## config.mk

```make
export PLATFORM = sky130hd
export DESIGN_NAME = operand_bank
export DESIGN_NICKNAME = d
export VERILOG_FILES = /design/src/rtl/operand_bank.sv
export SDC_FILE = /design/constraint.sdc
export NUM_CORES = 2
export LEC_CHECK = 0
export BUFFER_PORTS_ARGS = -buffer_cell sky130_fd_sc_hd__buf_2
export CAP_MARGIN = 30
export CORE_MARGIN = 3
export CORE_UTILIZATION = 45
export DETAILED_ROUTE_END_ITERATION = 7
export PLACE_DENSITY = 0.59
export SLEW_MARGIN = 40
export SYNTH_ARGS = -nofsm -noshare
export SYNTH_HDL_FRONTEND = slang
export SYNTH_SLANG_ARGS = --single-unit
```

## constraint.sdc

```tcl
create_clock -name clk_i -period 3.5 [get_ports clk_i]
set_clock_uncertainty 0.1 [all_clocks]
set_input_delay 0.175 -clock clk_i [delete_from_list [all_inputs] [get_ports clk_i]]
set_output_delay 0.175 -clock clk_i [all_outputs]
set_load 0.005 [all_outputs]
```

## src/rtl/operand_bank.sv

```systemverilog
// operand_bank: matrix operand storage with a host read/write port and a sequencer that
// streams A[i][k], B[k][j] pairs in dot-product order. Optional macro: OPBANK_TRANSPOSE_EN.
module operand_bank #(
  parameter int DATA_WIDTH = 32,
  parameter int MAX_DIM    = 4,
  parameter int NUM_MAT    = 2,
  localparam int IDX_W     = $clog2(MAX_DIM),
  localparam int DIM_W     = $clog2(MAX_DIM + 1),
  localparam int MSEL_W    = ($clog2(NUM_MAT) > 1) ? $clog2(NUM_MAT) : 1
) (
  input  logic                  clk_i,
  input  logic                  rst_ni,
  input  logic                  wr_en_i,
  input  logic [MSEL_W-1:0]     wr_mat_i,
  input  logic [IDX_W-1:0]      wr_row_i,
  input  logic [IDX_W-1:0]      wr_col_i,
  input  logic [DATA_WIDTH-1:0] wr_data_i,
  output logic                  wr_drop_o,
  input  logic                  rd_en_i,
  input  logic [MSEL_W-1:0]     rd_mat_i,
  input  logic [IDX_W-1:0]      rd_row_i,
  input  logic [IDX_W-1:0]      rd_col_i,
  output logic [DATA_WIDTH-1:0] rd_data_o,
  output logic                  rd_valid_o,
  input  logic                  start_i,
  input  logic [DIM_W-1:0]      dim_i,
  input  logic [MSEL_W-1:0]     src_a_i,
  input  logic [MSEL_W-1:0]     src_b_i,
  output logic                  busy_o,
  output logic                  done_o,
  output logic                  str_valid_o,
  input  logic                  str_ready_i,
  output logic [DATA_WIDTH-1:0] str_a_o,
  output logic [DATA_WIDTH-1:0] str_b_o,
  output logic [IDX_W-1:0]      str_i_o,
  output logic [IDX_W-1:0]      str_j_o,
  output logic                  str_last_k_o,
  output logic                  str_last_o
`ifdef OPBANK_TRANSPOSE_EN
  ,
  input  logic                  trans_b_i
`endif
);

  typedef enum logic [1:0] {IDLE, RUN, DONE} state_t;

  state_t state, next_state;

  logic [DATA_WIDTH-1:0] mem [NUM_MAT][MAX_DIM][MAX_DIM];

  logic [MSEL_W-1:0] src_a, src_b;
  logic [IDX_W-1:0]  last_idx, i, j, k;
  logic [IDX_W-1:0]  b_row, b_col;
  logic [DIM_W-1:0]  dim_eff;
  logic              wr_reject, start_ok, beat_ok, last_beat, running;

  assign running   = (state == RUN);
  assign wr_reject = (int'(wr_mat_i) >= NUM_MAT) ||
                     (running && (wr_mat_i == src_a || wr_mat_i == src_b));
  assign start_ok  = (state == IDLE) && start_i && (dim_i != '0);
  assign beat_ok   = running && str_ready_i;
  assign last_beat = (i == last_idx) && (j == last_idx) && (k == last_idx);
  assign dim_eff   = (dim_i > DIM_W'(MAX_DIM)) ? DIM_W'(MAX_DIM) : dim_i;

  // NOTE: storage lives in flops, not a RAM macro, because reset must clear every entry.
  always_ff @(posedge clk_i or negedge rst_ni) begin
    if (!rst_ni) begin
      for (int m = 0; m < NUM_MAT; m++)
        for (int r = 0; r < MAX_DIM; r++)
          for (int c = 0; c < MAX_DIM; c++)
            mem[m][r][c] <= '0;
    end else if (wr_en_i && !wr_reject) begin
      mem[wr_mat_i][wr_row_i][wr_col_i] <= wr_data_i;
    end
  end

  // NOTE: non-blocking assignment samples mem before this edge's write, so a read and
  // write to the same entry in one cycle return the old data.
  always_ff @(posedge clk_i or negedge rst_ni) begin
    if (!rst_ni) begin
      rd_data_o  <= '0;
      rd_valid_o <= 1'b0;
      wr_drop_o  <= 1'b0;
    end else begin
      rd_valid_o <= rd_en_i;
      wr_drop_o  <= wr_en_i && wr_reject;
      if (rd_en_i)
        rd_data_o <= (int'(rd_mat_i) >= NUM_MAT) ? '0 : mem[rd_mat_i][rd_row_i][rd_col_i];
    end
  end

  always_ff @(posedge clk_i or negedge rst_ni) begin
    if (!rst_ni) state <= IDLE;
    else         state <= next_state;
  end

  always_comb begin
    next_state = state;
    unique case (state)
      IDLE:    if (start_ok) next_state = RUN;
      RUN:     if (beat_ok && last_beat) next_state = DONE;
      DONE:    next_state = IDLE;
      default: next_state = IDLE;
    endcase
  end

  // Loop indices advance k fastest, then j, then i; wrap after the last beat is harmless.
  always_ff @(posedge clk_i or negedge rst_ni) begin
    if (!rst_ni) begin
      src_a    <= '0;
      src_b    <= '0;
      last_idx <= '0;
      i        <= '0;
      j        <= '0;
      k        <= '0;
    end else if (start_ok) begin
      src_a    <= src_a_i;
      src_b    <= src_b_i;
      last_idx <= IDX_W'(dim_eff - 1'b1);
      i        <= '0;
      j        <= '0;
      k        <= '0;
    end else if (beat_ok) begin
      if (k == last_idx) begin
        k <= '0;
        if (j == last_idx) begin
          j <= '0;
          i <= i + 1'b1;
        end else begin
          j <= j + 1'b1;
        end
      end else begin
        k <= k + 1'b1;
      end
    end
  end

`ifdef OPBANK_TRANSPOSE_EN
  logic trans_b;

  always_ff @(posedge clk_i or negedge rst_ni) begin
    if (!rst_ni)       trans_b <= 1'b0;
    else if (start_ok) trans_b <= trans_b_i;
  end

  assign b_row = trans_b ? j : k;
  assign b_col = trans_b ? k : j;
`else
  assign b_row = k;
  assign b_col = j;
`endif

  // Stream outputs are forced to zero outside RUN; hazard protection keeps them stable
  // while the consumer stalls.
  always_comb begin
    busy_o       = running;
    str_valid_o  = running;
    done_o       = (state == DONE);
    str_a_o      = '0;
    str_b_o      = '0;
    str_i_o      = '0;
    str_j_o      = '0;
    str_last_k_o = 1'b0;
    str_last_o   = 1'b0;
    if (running) begin
      if (int'(src_a) < NUM_MAT) str_a_o = mem[src_a][i][k];
      if (int'(src_b) < NUM_MAT) str_b_o = mem[src_b][b_row][b_col];
      str_i_o      = i;
      str_j_o      = j;
      str_last_k_o = (k == last_idx);
      str_last_o   = last_beat;
    end
  end

endmodule

```

# After elaboration in Yosys (flattened, before gate mapping)
# Cells that the tools add are included.
# classes
bitwise,11
magnitude_cmp,15
n_mux,55
reduce_logical,22
n_eq_ne,9
add_sub_neg,4
# ops
cell,n
2-to-1 mux 512 bit,10
bitwise mux 1024 bit,1
2-to-1 mux 128 bit,7
binary-select mux 128 bit (select 2 bit),3
demux 512 bit (select 1 bit),1
2-to-1 mux 32 bit,9
demux 128 bit (select 2 bit),1
binary-select mux 32 bit (select 2 bit),3
demux 32 bit (select 2 bit),1
2-to-1 mux 2 bit,16
greater-or-equal comparator 3 bit (second input constant),7
NOT 2 -> 3 bit,7
logical AND 1 bit,12
greater-or-equal comparator 2 bit (second input constant),4
NOT 1 -> 2 bit,4
adder 2 x 1 -> 2 bit (second input constant),3
equality test 2 bit,3
less-than comparator 3 x 1 -> 1 bit (second input constant),2
nonzero test 2 bit,3
one-hot mux 2 bit (2 select lines),1
AND reduction 2 bit,2
> comparator 3 bit (second input constant),1
AND reduction 3 bit,1
nonzero test 3 bit,1
11 further kinds,13
# totals
wordCells,158
in_bits,53
ff_bits,1070

# Depth between registers and ports, before layout
# depth
word_depth,11
ltp_mapped,9
mapped_depth_nobuf,6

# Worst setup path before layout
# Ideal clock, no wire load.
# synth_timing
kind,register -> output
start,register src_b
end,output port str_b_o[21]
stages_incl_launch_ff,10
required_ns,3.225
slack_ns,1.076
arrival_time_ns,2.149
cell_sequence,dfrtp_1 > buf_2 > buf_4 > buf_2 > buf_2 > mux4_2 > mux2i_1 > o22ai_1 > nor2_1 > nor2_1
# synth_between
elab_chain_cells,11
# synth_rtl
element,line_no,source
from (decl),51,"logic [MSEL_W-1:0] src_a, src_b;"
from (signal assigned),118,src_b <= src_b_i;
NOT 1 -> 2 bit (not written as such),167,if (int'(src_b) < NUM_MAT) str_b_o = mem[src_b][b_row][b_col];
2-to-1 mux 512 bit (not written as such) (3 in series),167,
binary-select mux 128 bit (select 2 bit),167,
2-to-1 mux 128 bit (not written as such) (2 in series),167,
binary-select mux 32 bit (select 2 bit),167,
2-to-1 mux 32 bit (not written as such) (2 in series),167,
2-to-1 mux 32 bit,165,if (running) begin
to (decl),34,"output logic [DATA_WIDTH-1:0] str_b_o,"
# No other way between the ends. The select of a mux whose other input is x is not followed.

# Final worst setup path
# layout_timing
start,register k[1] (netlist: b_row[1])
end,output port str_b_o[1]
# layout_between
elab_chain_cells,8
# layout_rtl
element,line_no,source
from (decl),52,"logic [IDX_W-1:0] last_idx, i, j, k;"
from (signal assigned),133,k <= k + 1'b1;
NOT 2 -> 3 bit (not written as such),167,
binary-select mux 128 bit (select 2 bit),167,
2-to-1 mux 128 bit (not written as such) (2 in series),167,
binary-select mux 32 bit (select 2 bit),167,
2-to-1 mux 32 bit (not written as such) (2 in series),167,
2-to-1 mux 32 bit,165,
# No other way between the ends. The select of a mux whose other input is x is not followed.

==> flow_metrics.env <==
export IMPL_vias=45700
export IMPL_antenna_found_initial=11
export IMPL_fmax_mhz=284
export IMPL_syn_inst=4701
export IMPL_synthArstFlopShare=1.00
export IMPL_violations="setup timing"
export IMPL_min_period_over_period=1.01
export IMPL_synth_fp_nets=4754
export IMPL_fin_area_um2=75500
export IMPL_busiest_layer="met2"
export IMPL_gp_congestion=0.824
export IMPL_status="finished with violations"
export IMPL_die_x_um=387
export IMPL_r2r_cells=9
export IMPL_yosysTopAreaCell="dfrtp_1"
export IMPL_met1_usage=0.438
export IMPL_max_cap_viol_count=0
export IMPL_p_seq_frac=0.336
export IMPL_numCtsBuffers=121
export IMPL_grt_use_total=0.306
export IMPL_worst_slack_ns=-0.0179
export IMPL_p_switching_mw=21.9
export IMPL_ys_seq_area_frac=0.411
export IMPL_r2r_start="src_b$_DFFE_PN0N_"
export IMPL_clock_latency_ns=0.75
export IMPL_rsz0062_at_grt="yes"
export IMPL_grt_overflow_total=0
export IMPL_die_area_um2=149000
export IMPL_crit_path_start_kind="flip-flop"
export IMPL_hold_worst_slack_ns=0.0448
export IMPL_drt_initial_drc_count=4765
export IMPL_synth_area_top_cells="dfrtp_1, mux2_2, mux4_2"
export IMPL_num_rows=139
export IMPL_criticalPathCategory="flip-flop to output pin"
export IMPL_met2_usage=0.459
export IMPL_avgSynthCellArea_um2=13.9
export IMPL_io_pins=160
export IMPL_layout_nets=4878
export IMPL_p_per_area_nw_per_um2=810
export IMPL_max_clock_path_buffers=3
export IMPL_yosys_warnings=0
export IMPL_core_um2=144000
export IMPL_firstDrtPassIters=5
export IMPL_slew_headroom=0.422
export IMPL_placedInstanceArea_um2=69500
export IMPL_met3_usage=0.0645
export IMPL_crit_start="b_row[1]$_DFFE_PN0P_"
export IMPL_routed_wl_um=233000
export IMPL_reg2reg_to="mem[296]$_DFFE_PN0P_"
export IMPL_reg2reg_setup_slack_ns=0.42
export IMPL_cp_data_arrival_time_ns=3.24
export IMPL_min_path_type="input port to asynchronous set/reset pin"
export IMPL_route_detailed_drc=0
export IMPL_final_setup_viol_count=1
export IMPL_dp_cells=6492
export IMPL_endpoint_kind="output pin"
export IMPL_hold_violations=0
export IMPL_clockRootBuffer="clkbuf_16"
export IMPL_start_util=0.454
export IMPL_viasPerCell=6.69
export IMPL_peakVddDrop_mv=0.453
export IMPL_h_tree_depth=3
export IMPL_drive_gt1_frac=0.476
export IMPL_ys_flop_type="dfrtp_1"
export IMPL_synth_area_um2=65200
export IMPL_port_buffers=159
export IMPL_grt_pass1_wl_um=337000
export IMPL_cellLeakagePower_nw=33.0
export IMPL_chipHeight_um=387
export IMPL_cts_clk_slew_worst_paths_ns=0.07
export IMPL_synth_cell_types=41
export IMPL_cts_sinks=1070
export IMPL_fillers=12200
export IMPL_synth_top_cell_area_share=0.411
export IMPL_area_delta_synth_final_pct=15.8
export IMPL_first_global_vias=46400
export IMPL_synth_edf_count=0
export IMPL_power_share_clock=0.220
export IMPL_hpwlAfterDp_um=132000
export IMPL_fin_cells=6833
export IMPL_dp_slack_ns=0.399
export IMPL_min_period_ns=3.52
export IMPL_cts_tree="yes"
export IMPL_switching_share=0.358
export IMPL_drtAntennaViolNets=0
export IMPL_ff_latch_area_um2=26800
export IMPL_worstMarginPinSlew_ns=0.865
export IMPL_combinationalPowerShare=0.444
export IMPL_slew_viol_final=0
export IMPL_cp_max_fo=20
export IMPL_tns_ns=-0.0179
export IMPL_multi_input_area_um2=36500
export IMPL_wl_per_cell_um=34.1
export IMPL_grt_max_degree=86
export IMPL_internal_power_mw=39.3
export IMPL_critPathRequiredTime_ns=3.22
export IMPL_postSynthRegisterBits=1070
state kept, by name, indices dropped and copies added (netlist names):
name and cells:
b_col 2, wr_drop_o 1, i 2, mem 1024, src_b 1, rd_valid_o 1
src_a 1, state 2, rd_data_o 32, last_idx 2, b_row 2
power groups by stage:
stage / combinational (mW) / clock [mW] / sequential, mW
floorplan: 18.1 / 0 / 19.1
global route: 28.7 / 14.2 / 21.2
finish: 27.1 / 13.5 / 20.5
CTS: 26.4 / 13.7 / 20.4
global placement: 24.4 / 0 / 20.6
detailed placement: 24.7 / 0 / 20.7
worst max-delay path: stages, from the launching register on:
cell and delay [ns]:
dfrtp_4 0.73, buf_12 0.26, buf_12 0.24, mux4_2 0.23, mux2i_1 0.08, o22ai_1 0.25
nor2_1 0.07, nor2_1 0.37, buf_2 0.20
cells in the final DEF (no fill, tap or decap), types with 13 or more instances in the layout:
cell / n
dlygate4sd3_1: 49
o22ai_1: 84
nor2_4: 21
nor3_1: 34
dfrtp_1: 1062
nand2_1: 39
clkbuf_1: 30
a22oi_1: 257
nor4_1: 32
nor2_1: 61
buf_2: 157
buf_16: 24
mux2_1: 87
bufinv_16: 13
o21ai_0: 31
mux2i_1: 640
mux2_2: 1081
a21oi_1: 131
buf_12: 99
buf_4: 160
mux4_2: 519
clkbuf_16: 134
clkinv_2: 21
clkbuf_8: 26
layout make-up:
class,instances,share of cell area
diodes,4,0.000133
clock buffers,179,0.0470
clock inverters,45,0.00811
inverters,3,0.000149
multi-input cells,3117,0.484
flip-flops and latches,1070,0.355
well taps,1903,0.0316
repair buffers,512,0.0741
stage by stage:
| stage | total power [mW] | util |
|---|---|---|
| after floorplan | 37.2 | - |
| after global placement | 44.9 | 0.483 |
| after detailed placement | 45.4 | 0.484 |
| after CTS | 60.5 | 0.522 |
| after global routing | 64.1 | 0.525 |
| final | 61.1 | 0.525 |
what timing repair did:
action	4_1_cts	5_1_grt
resized for setup	50	19
hold buffers	50	0
cloned	13	11
endpoints found under the setup margin	62	38
setup buffers	21	21
endpoints found under the hold margin	1838	0
pin swaps	1	3
cell families after synthesis:
logic type	Yosys count	share of synthesized area
multiplexers	2331	0.480
buffers and inverters	515	0.0355
AND/OR/NAND/NOR	257	0.0207
flip-flops	1070	0.411
XOR/XNOR	8	0.00107
AO/OA/AOI/OAI	520	0.0519
synth_stat cells, types with 28 or more instances:
cell type  number
mux2_2       1081
dfrtp_1      1070
mux2i_1       644
mux4_2        519
clkbuf_1      273
a22oi_1       257
buf_2         181
a21oi_1       131
o22ai_1        89
mux2_1         87
nor2_1         82
nor3_1         44
nand2_1        42
o21ai_0        36
nor4_1         32
buf_1          28
routing by layer:
metal | part of all wire | wire, um | up-vias
met4 | 0.039 | 9180 | 4
met1 | 0.42 | 98700 | 24500
met2 | 0.45 | 104000 | 2161
met3 | 0.092 | 21300 | 429
met5 | 0.000090 | 21 | -
li1 | - | - | 18600
worst max-delay path by stage:
| stage | endpoint | slack [ns] | cells after the start |
|---|---|---|---|
| floorplan | str_b_o[21] | 1.08 | 9 |
| global placement | str_b_o[7] | 0.40 | 8 |
| detailed placement | str_b_o[7] | 0.40 | 8 |
| CTS | str_b_o[25] | -0.02 | 8 |
| global route | str_a_o[27] | -0.06 | 10 |
| finish | str_b_o[1] | -0.02 | 8 |
Note: power is estimated with default switching activity, not from simulation.
